$ cat config.mk
export PLATFORM = sky130hd
export DESIGN_NAME = syn_fifo_mc
export DESIGN_NICKNAME = d
export VERILOG_FILES = /design/src/rtl/syn_fifo_mc_pkg.sv /design/src/rtl/syn_fifo_mc_ram.sv /design/src/rtl/syn_fifo_mc.sv
export SDC_FILE = /design/constraint.sdc
export NUM_CORES = 2
export LEC_CHECK = 0
export ABC_AREA = 0
export CORE_ASPECT_RATIO = 1.75
export CORE_MARGIN = 2
export CORE_UTILIZATION = 32
export CTS_BUF_LIST = sky130_fd_sc_hd__clkbuf_8
export DETAILED_ROUTE_END_ITERATION = 7
export SETUP_SLACK_MARGIN = 0.1
export SKIP_LAST_GASP = 1
export SLEW_MARGIN = 0
export SYNTH_ARGS = -nofsm -noshare
export SYNTH_HDL_FRONTEND = slang
export SYNTH_SLANG_ARGS = --single-unit
$ cat constraint.sdc
create_clock -name clk -period 8.8 [get_ports clk]
set_input_delay 1.32 -clock clk [delete_from_list [all_inputs] [get_ports clk]]
set_output_delay 1.32 -clock clk [all_outputs]
set_load 0.01 [all_outputs]
$ cat src/rtl/syn_fifo_mc_pkg.sv
// syn_fifo_mc_pkg: shared sizing helpers and default constants for the multi-channel FIFO
package syn_fifo_mc_pkg;

    function automatic int clog2(input int n);
        int r;
        r = 0;
        while ((1 << r) < n) r++;
        return r;
    endfunction

    function automatic int cnt_width(input int abw);
        return abw + 1;
    endfunction

    function automatic int addr_width(input int cbw, input int abw);
        return cbw + abw;
    endfunction

    localparam int DEF_DBITWIDTH = 32;
    localparam int DEF_ABITWIDTH = 4;
    localparam int DEF_NCH       = 4;
    localparam int DEF_CBITWIDTH = clog2(DEF_NCH);
    localparam int DEF_CNT_W     = cnt_width(DEF_ABITWIDTH);
    localparam int DEF_ADDR_W    = addr_width(DEF_CBITWIDTH, DEF_ABITWIDTH);

endpackage

$ cat src/rtl/syn_fifo_mc_ram.sv
// syn_fifo_mc_ram: shared storage, one synchronous write port and one asynchronous read port
module syn_fifo_mc_ram #(
    parameter int DW = 32,
    parameter int AW = 6
) (
    input  logic          clk,
    input  logic          we,
    input  logic [AW-1:0] waddr,
    input  logic [DW-1:0] wdata,
    input  logic [AW-1:0] raddr,
    output logic [DW-1:0] rdata
);

    logic [DW-1:0] mem [2**AW];

    // storage is never cleared; queued data is tracked purely by pointers
    always_ff @(posedge clk) begin
        if (we) mem[waddr] <= wdata;
    end

    assign rdata = mem[raddr];

endmodule

$ cat src/rtl/syn_fifo_mc.sv
// syn_fifo_mc: single-clock multi-channel FIFO over one partitioned RAM; optional registered read port via SYN_FIFO_MC_DOUT_REG_EN
module syn_fifo_mc
    import syn_fifo_mc_pkg::*;
#(
    parameter int DBITWIDTH    = DEF_DBITWIDTH,
    parameter int ABITWIDTH    = DEF_ABITWIDTH,
    parameter int NCH          = DEF_NCH,
    parameter int CBITWIDTH    = DEF_CBITWIDTH,
    parameter int AF_THRESHOLD = 12
) (
    input  logic                 clk,
    input  logic                 clr,
    input  logic                 write,
    input  logic [CBITWIDTH-1:0] wr_ch,
    input  logic [DBITWIDTH-1:0] write_data,
    input  logic                 read,
    input  logic [CBITWIDTH-1:0] rd_ch,
    output logic [DBITWIDTH-1:0] read_data,
    output logic                 rd_valid,
    output logic [NCH-1:0]       empty,
    output logic [NCH-1:0]       full,
    output logic [NCH-1:0]       almost_full,
    output logic                 wr_err,
    output logic                 rd_err
);

    localparam int CW = cnt_width(ABITWIDTH);
    localparam int AW = addr_width(CBITWIDTH, ABITWIDTH);

    logic [NCH-1:0][ABITWIDTH-1:0] wr_ptr_v, rd_ptr_v;
    logic [ABITWIDTH-1:0]          wr_ptr_sel, rd_ptr_sel;
    logic [2**CBITWIDTH-1:0]       full_x, empty_x;
    logic                          wr_ok, rd_ok;
    logic [DBITWIDTH-1:0]          ram_rdata;

    // unused channel codes read as full and empty so requests to them are dropped
    always_comb begin
        full_x = '1;
        empty_x = '1;
        full_x[NCH-1:0] = full;
        empty_x[NCH-1:0] = empty;
        wr_ptr_sel = '0;
        rd_ptr_sel = '0;
        for (int c = 0; c < NCH; c++) begin
            if (wr_ch == CBITWIDTH'(c)) wr_ptr_sel = wr_ptr_v[c];
            if (rd_ch == CBITWIDTH'(c)) rd_ptr_sel = rd_ptr_v[c];
        end
    end

    assign rd_ok = read & ~empty_x[rd_ch];
    assign wr_ok = write & (~full_x[wr_ch] | (rd_ok & (rd_ch == wr_ch)));

    syn_fifo_mc_ram #(.DW(DBITWIDTH), .AW(AW)) u_ram (
        .clk   (clk),
        .we    (wr_ok),
        .waddr ({wr_ch, wr_ptr_sel}),
        .wdata (write_data),
        .raddr ({rd_ch, rd_ptr_sel}),
        .rdata (ram_rdata)
    );

    for (genvar c = 0; c < NCH; c++) begin : g_ch
        logic [ABITWIDTH-1:0] wr_ptr, rd_ptr;
        logic [CW-1:0]        cnt, cnt_n;
        logic                 wr_hit, rd_hit, empty_r, full_r, af_r;
        assign wr_hit = wr_ok & (wr_ch == CBITWIDTH'(c));
        assign rd_hit = rd_ok & (rd_ch == CBITWIDTH'(c));
        assign cnt_n = (wr_hit == rd_hit) ? cnt : wr_hit ? cnt + 1'b1 : cnt - 1'b1;
        assign wr_ptr_v[c] = wr_ptr;
        assign rd_ptr_v[c] = rd_ptr;
        assign empty[c] = empty_r;
        assign full[c] = full_r;
        assign almost_full[c] = af_r;
        // status is registered from the next count so it always matches cnt
        always_ff @(posedge clk) begin
            if (clr) begin
                wr_ptr  <= '0;
                rd_ptr  <= '0;
                cnt     <= '0;
                empty_r <= 1'b1;
                full_r  <= 1'b0;
                af_r    <= 1'b0;
            end else begin
                wr_ptr  <= wr_ptr + ABITWIDTH'(wr_hit);
                rd_ptr  <= rd_ptr + ABITWIDTH'(rd_hit);
                cnt     <= cnt_n;
                empty_r <= cnt_n == '0;
                full_r  <= cnt_n[ABITWIDTH];
                af_r    <= cnt_n >= CW'(AF_THRESHOLD);
            end
        end
    end

    // one-cycle error pulses for dropped requests
    always_ff @(posedge clk) begin
        if (clr) begin
            wr_err <= 1'b0;
            rd_err <= 1'b0;
        end else begin
            wr_err <= write & ~wr_ok;
            rd_err <= read & ~rd_ok;
        end
    end

`ifdef SYN_FIFO_MC_DOUT_REG_EN
    // registered read port: capture the head word on each accepted read, hold otherwise
    always_ff @(posedge clk) begin
        if (clr) begin
            read_data <= '0;
            rd_valid  <= 1'b0;
        end else begin
            read_data <= rd_ok ? ram_rdata : read_data;
            rd_valid  <= rd_ok;
        end
    end
`else
    assign read_data = ram_rdata;
    assign rd_valid = rd_ok;
`endif

endmodule

# Yosys cells after proc, flatten, opt, wreduce, memory -nomap -nowiden

Memory sizes are Yosys's and may differ from the RTL's.
Cells that the tools add are included.

Flip-flop bits (word level): 66
Memory bits (writable): 2,048
Input port bits: 40
Output and inout port bits: 47
Logic and storage cells: 106
Memories kept: 1

Add/subtract/negate cells: 16
Order comparisons: 6
Equal/unequal tests: 11
Multiplexer cells: 22
Bitwise logic cells: 18
Reduce and logical (&&, ||, !) cells: 6

Memory list:

| name      | depth | bits a word | rd ports | clocked after Yosys merged registers in | write ports | line                  | text |
|---|---|---|---|---|---|---|---|
| u_ram.mem | 64    | 32          | 1        | 0                                       | 1           | syn_fifo_mc_ram.sv:14 | `logic [DW-1:0] mem [2**AW];` |

Operator list:

| kind                | count |
|---|---|
| $mux 5              | 8 |
| $add 4x1->4         | 8 |
| $mux 4              | 8 |
| $add 5x1->5 const B | 4 |
| $ge 5x4->1 const B  | 4 |
| $logic_not 5->1     | 4 |
| $sub 5x1->5 const B | 4 |
| $and 1x1->1         | 13 |
| $eq 2x2->1 const B  | 4 |
| $lt 2x3->1 const B  | 2 |
| $bmux 1 s2          | 2 |
| $eq 1x1->1          | 4 |
| $eq 2x1->1 const B  | 2 |
| $logic_not 2->1     | 2 |
| $mux 1              | 4 |
| $not 1->1           | 4 |
| $eq 2x2->1          | 1 |
| $or 1x1->1          | 1 |

# Logic depth before layout (Yosys ltp)

Word-level depth: 11
Gate-level depth with buffers: 13

# Hierarchy

From an unflattened synthesis, not the netlist that was laid out.

Cell total of the unflattened synthesis: 3,623
Area total of the unflattened synthesis: 81,445.6 um^2

By module, submodules not included:

| module          | instances | cells an instance | area an instance (um^2) | sequential area each (um^2) |
|---|---|---|---|---|
| syn_fifo_mc_ram | 1         | 3,292             | 77,874.7                | 61,499.0 |
| syn_fifo_mc     | 1         | 331               | 3,570.9                 | 1,241.2 |

# Worst setup path after synthesis

Ideal clock, no wire load.

Kind: input to register
Start: input rd_ch[0]
End: memory u_ram.mem[32][0], enable pin
Setup time: 421 ps
Data arrival time: 4,500 ps
Data required time: 8,379 ps
Setup slack: 3,879 ps
Stages on the path: 8
Path through: buf_6 > mux4_2 > nand4b_4 > a211o_1 > buf_4 > or2_2 > clkbuf_1 > nor2_1

Word-level cells in the longest chain between the ends: 9
Elaborated cells between the ends (all ways): 10
Classes of those cells: eq/ne: 1; mux: 4; bitwise: 5

RTL lines:

| element                          | line                  | text |
|---|---|---|
| start: declaration               | syn_fifo_mc.sv:17     | `input logic [CBITWIDTH-1:0] rd_ch,` |
| $bmux 1 s2                       | syn_fifo_mc.sv:50     | `assign rd_ok = read & ~empty_x[rd_ch];` |
| $mux 1 (implied by the code)     | syn_fifo_mc.sv:50     |  |
| $not 1->1                        | syn_fifo_mc.sv:50     |  |
| $and 1x1->1                      | syn_fifo_mc.sv:50     |  |
| $and 1x1->1 (*)                  | syn_fifo_mc.sv:51     | `assign wr_ok = write & (~full_x[wr_ch] \| (rd_ok & (rd_ch == wr_ch)));` |
| $or 1x1->1 (*)                   | syn_fifo_mc.sv:51     |  |
| $and 1x1->1 (*)                  | syn_fifo_mc.sv:51     |  |
| $mux 1 (*)                       | syn_fifo_mc_ram.sv:18 | `if (we) mem[waddr] <= wdata;` |
| $mux 1 (implied by the code) (*) | syn_fifo_mc_ram.sv:18 |  |
| end: declaration                 | syn_fifo_mc_ram.sv:14 |  |

Every way passes the cells marked *; elsewhere a longest branch is shown, timed or not. The select of a mux whose other input is x is not followed.

# Worst setup path in the final report

Start: input rd_ch[1]
End: output read_data[23]

Word-level cells in the longest chain between the ends: 6
Elaborated cells between the ends (all ways): 9
Classes of those cells: eq/ne: 3; mux: 4; reduce/logical: 1; memory: 1

RTL lines:

| element             | line              | text |
|---|---|---|
| $logic_not 2->1     | syn_fifo_mc.sv:46 | `if (rd_ch == CBITWIDTH'(c)) rd_ptr_sel = rd_ptr_v[c];` |
| $mux 4 (4 in a row) | syn_fifo_mc.sv:46 |  |
| $mem_v2 64x32 (*)   | -                 |  |
| end: declaration    | syn_fifo_mc.sv:18 | `output logic [DBITWIDTH-1:0] read_data,` |

Every way passes the cells marked *; elsewhere a longest branch is shown, timed or not.

==> results.md <==
Synth:
- The distinct cell type count after synthesis is 65.
- The prevailing post-synth register cell is edfxtp_1.
- The synthesized design contains 2048 enable-type register cells.
- The post-synthesis instance area is 84000 sq um.
- After synthesis, flip-flops and latches occupy 74.7% of the total area.
- During synthesis, Yosys emitted a total of 0 warnings.
- The flop and latch count out of synthesis is 2110.
- Sorting the synthesized cells by how often they occur yields edfxtp_1 (2048), mux2i_1 (814), nand2_1 (482).
- In the synthesized netlist the async set-or-reset flop fraction comes to 0%.
- The synthesized design spends more area on one cell type than any other, namely edfxtp_1.
- The mean post-synth cell area is 17.2 sq um.
- The share of the synthesized area in the top cell type is 73.2%.
- Synthesis produced a netlist whose cell count is 4887.
- Counting every net in the synthesized netlist gives 4959.
- By area the synthesized netlist is led by edfxtp_1 (73%), mux2i_1 (9.7%), mux4_2 (3.1%).
- The most frequent cell after synthesis is edfxtp_1.

Floorplanning:
- The initial core utilization is 32.2%.
- The die is 682 microns tall.
- The core outline area is 261000 sq um.
- The I/O pin total is 87.
- The overall die area is 267000 sq um.
- The die outline width is 391 microns.
- The site row count is 248.

Clocking:
- The number of buffers created by CTS is 306.
- The total setup buffers inserted after CTS is 0.
- After clock tree synthesis, the clock-pin slew on the worst setup and hold paths is 0.06 ns.
- The clock latency on the worst-skew pair is 0.95 ns.
- The TritonCTS clock tree is done.
- CTS saw 2110 sinks.
- After clock tree synthesis, the flow added hold-fix buffers numbering 0.
- The clock root buffer master is clkbuf_8.
- The maximum clock insertion buffer count is 4.
- The count of instances resized after the clock tree is built is 0.
- The number of H-tree levels is 5.

STA:
- The final hold violation count came to 0.
- Static timing analysis puts the maximum clock frequency at 125 MHz.
- The clock tree skew after final layout is 0.0745 ns.
- The final clock period utilization by the worst path is 91.1%.
- For the pin with the worst max-slew slack, the measured transition is 1.28 ns.
- The sum of negative setup slack is 0 ns.
- Setup violations remaining at the end of the flow were counted as 0.
- The shortest clock period the worst path allows after layout is 8.02 ns.
- Setup repair after global routing left no endpoint under its margin.
- The final-report max-slew violation count is 0.
- Measured against its own limit, the worst slew margin works out to 14.9%.

Placed design:
- The port buffer count is 86.
- Counting tap cells, the placed design contains a total of 8326 instances.
- After detailed placement, the total cell area comes to 89400 sq um.
- The wire-length estimate of the detail-placed layout is 144000 microns.
- The congestion estimate from routability-driven global placement came to 0.798.

Setup path:
- In this run the worst setup path begins at rd_ch[1].
- STA classifies the critical path endpoint as a primary output.
- The worst setup path is launched from an input pin.
- The endpoint required time on the critical path is 7.48 ns.
- The type of the worst setup path is input pin to primary output.
- The startpoint of the worst register-to-register path is g_ch[0].empty_r.
- The peak fanout along the critical path is 33.
- By instance count, the cell type seen most on the critical path is clkdlybuf4s50_1.
- The largest individual stage delay along the critical path comes from the cell clkdlybuf4s50_1.
- At the worst endpoint, the arrival time is 6.70 ns.
- For this run, the slowest stage of the critical path takes 1.09 ns.
- The signal on the critical path passes through clkdlybuf4s50_1, mux4_4, nand2b_2, buf_4, o21ai_0, o311ai_0, and4_1, clkdlybuf4s50_1.

Power and ir drop:
- The ratio of total power to cell area is 202 nW/um^2.
- Across the VDD grid, the largest voltage drop is 0.101 mV.
- The analysis attributes to cell leakage a power of 29.4 nW.

Route:
- Wires add up to 248000 microns.
- The routed via count is 46600.
- For this run, the detailed router's first-pass iteration total came to 7.
- The final routed wire length divided by cell count is 28.0 microns.
- The detailed router finished its first iteration with 4534 violations.
- The detail route stage leaves a number of antenna-violating nets equal to 0.
- After detailed routing, the number of remaining DRC violations is 0.
- The via density per instance is 5.26.

Global route:
- The initial antenna violation count was 13.
- The residual overflow from global routing is 0.
- In the global route stage, overall resource usage came out at 18.2%.
- The pin count of the biggest net entering global routing is 88.
- The number of global-route vias before repair is 47300.
- The first global-routing pass estimated 347000 microns of wire.

Finish:
- After the last flow step, the layout net total stands at 5206.
- Cells with a size suffix above 1 make up 15.1% of the layout.
- The final-layout fill cell count is 24300.
- The area occupied by multi-input gates is 20200 sq um.
- The final cell area excluding filler cells is 94900 sq um.
- Once layout is complete, the cells apart from fillers number 8854.
- Relative to the synthesized area, the layout overhead comes to 12.9%.
- Summing all flip-flop and latch instances after layout gives 62700 sq um.

Hold path:
- The min-delay analysis places its worst path in the category flop to flop.
- The start point of the worst min-delay path is g_ch[3].wr_ptr[3].

Outcome:
- The run finished with clean final reports.

Run:
- The max-cap check violation count is 0.
==> where the power goes <==
part | internal [mW] | switching (mW) | total (mW)
sequential | 11.1 | 0.0275 | 11.1
clock | 3.51 | 3.72 | 7.23
combinational | 0.261 | 0.554 | 0.815
==> cells by family after synthesis <==
group	Yosys count	share of synthesized area (%)
AO/OA/AOI/OAI	576	4.43
XOR/XNOR	37	0.448
adder cells (fa/ha/maj)	32	0.512
buffers and inverters	303	1.87
flip-flops	2110	74.7
multiplexers	976	13.4
AND/OR/NAND/NOR	853	4.60
==> worst max-delay path, delay by kind of cell <==
family | cells | cell delay (ns)
AO/OA/AOI/OAI | 2 | 1.00
multiplexers | 1 | 0.98
AND/OR/NAND/NOR | 2 | 1.28
buffers and inverters | 3 | 2.06
==> layer usage <==
layer / GRT usage [%] / vias up / routed length [microns]
li1: - / 19700 / -
met2: 32.6 / 1929 / 128000
met1: 21.2 / 24400 / 91800
met5: 0 / - / 58
met4: 9.13 / 10 / 13300
met3: 2.53 / 555 / 14700
==> flip-flops by register name, indices dropped and copies added, names as in the netlist <==
register      cells
g_ch.wr_ptr      16
g_ch.af_r         4
g_ch.rd_ptr      16
g_ch.empty_r      4
g_ch.cnt         20
wr_err            1
u_ram.mem      2048
rd_err            1
==> layout by cell type (no fill, tap or decap), drive strengths merged, types with 104 or more instances in the layout <==
cell	netlist	final
a21oi	228	228
buf	193	183
clkbuf	104	323
clkinv	0	108
edfxtp	2048	2048
mux2i	814	814
mux4	117	117
nand2	482	482
nor2	115	115
o211ai	104	104
==> per-stage QoR <==
stage / util (%) / power, mW / hold WS [ns] / worst slack (ns)
6_report: 36.3 / 19.1 / 0.542 / 0.784
5_1_grt: 36.3 / 19.7 / 0.579 / 0.609
4_1_cts: 36.3 / 19.3 / 0.549 / 0.641
3_5_place_dp: 34.3 / 12.1 / 0.534 / 0.634
3_3_place_gp: 34.3 / 12.1 / 0.516 / 0.678
2_1_floorplan: - / 11.7 / 0.492 / 3.88
==> final cells by class <==
type / count / area share (%)
diodes: 5 / 0.0132
clock buffers: 323 / 4.69
clock inverters: 200 / 1.01
multi-input cells: 2474 / 21.3
well taps: 3500 / 4.62
flip-flops and latches: 2110 / 66.1
repair buffers: 236 / 2.18
inverters: 6 / 0.0237
==> final timing paths <==
| path | endpoint | slack, ns | cells past startpoint |
|---|---|---|---|
| worst max register to register | u_ram.mem[5][9] | 4.36 | 7 |
| worst min-delay path | g_ch[3].wr_ptr[3] | 0.54 | 2 |
| worst max-delay path | read_data[23] | 0.78 | 8 |
| worst min register to register | g_ch[3].wr_ptr[3] | 0.54 | 2 |
Power figures use the tool's default switching activity.
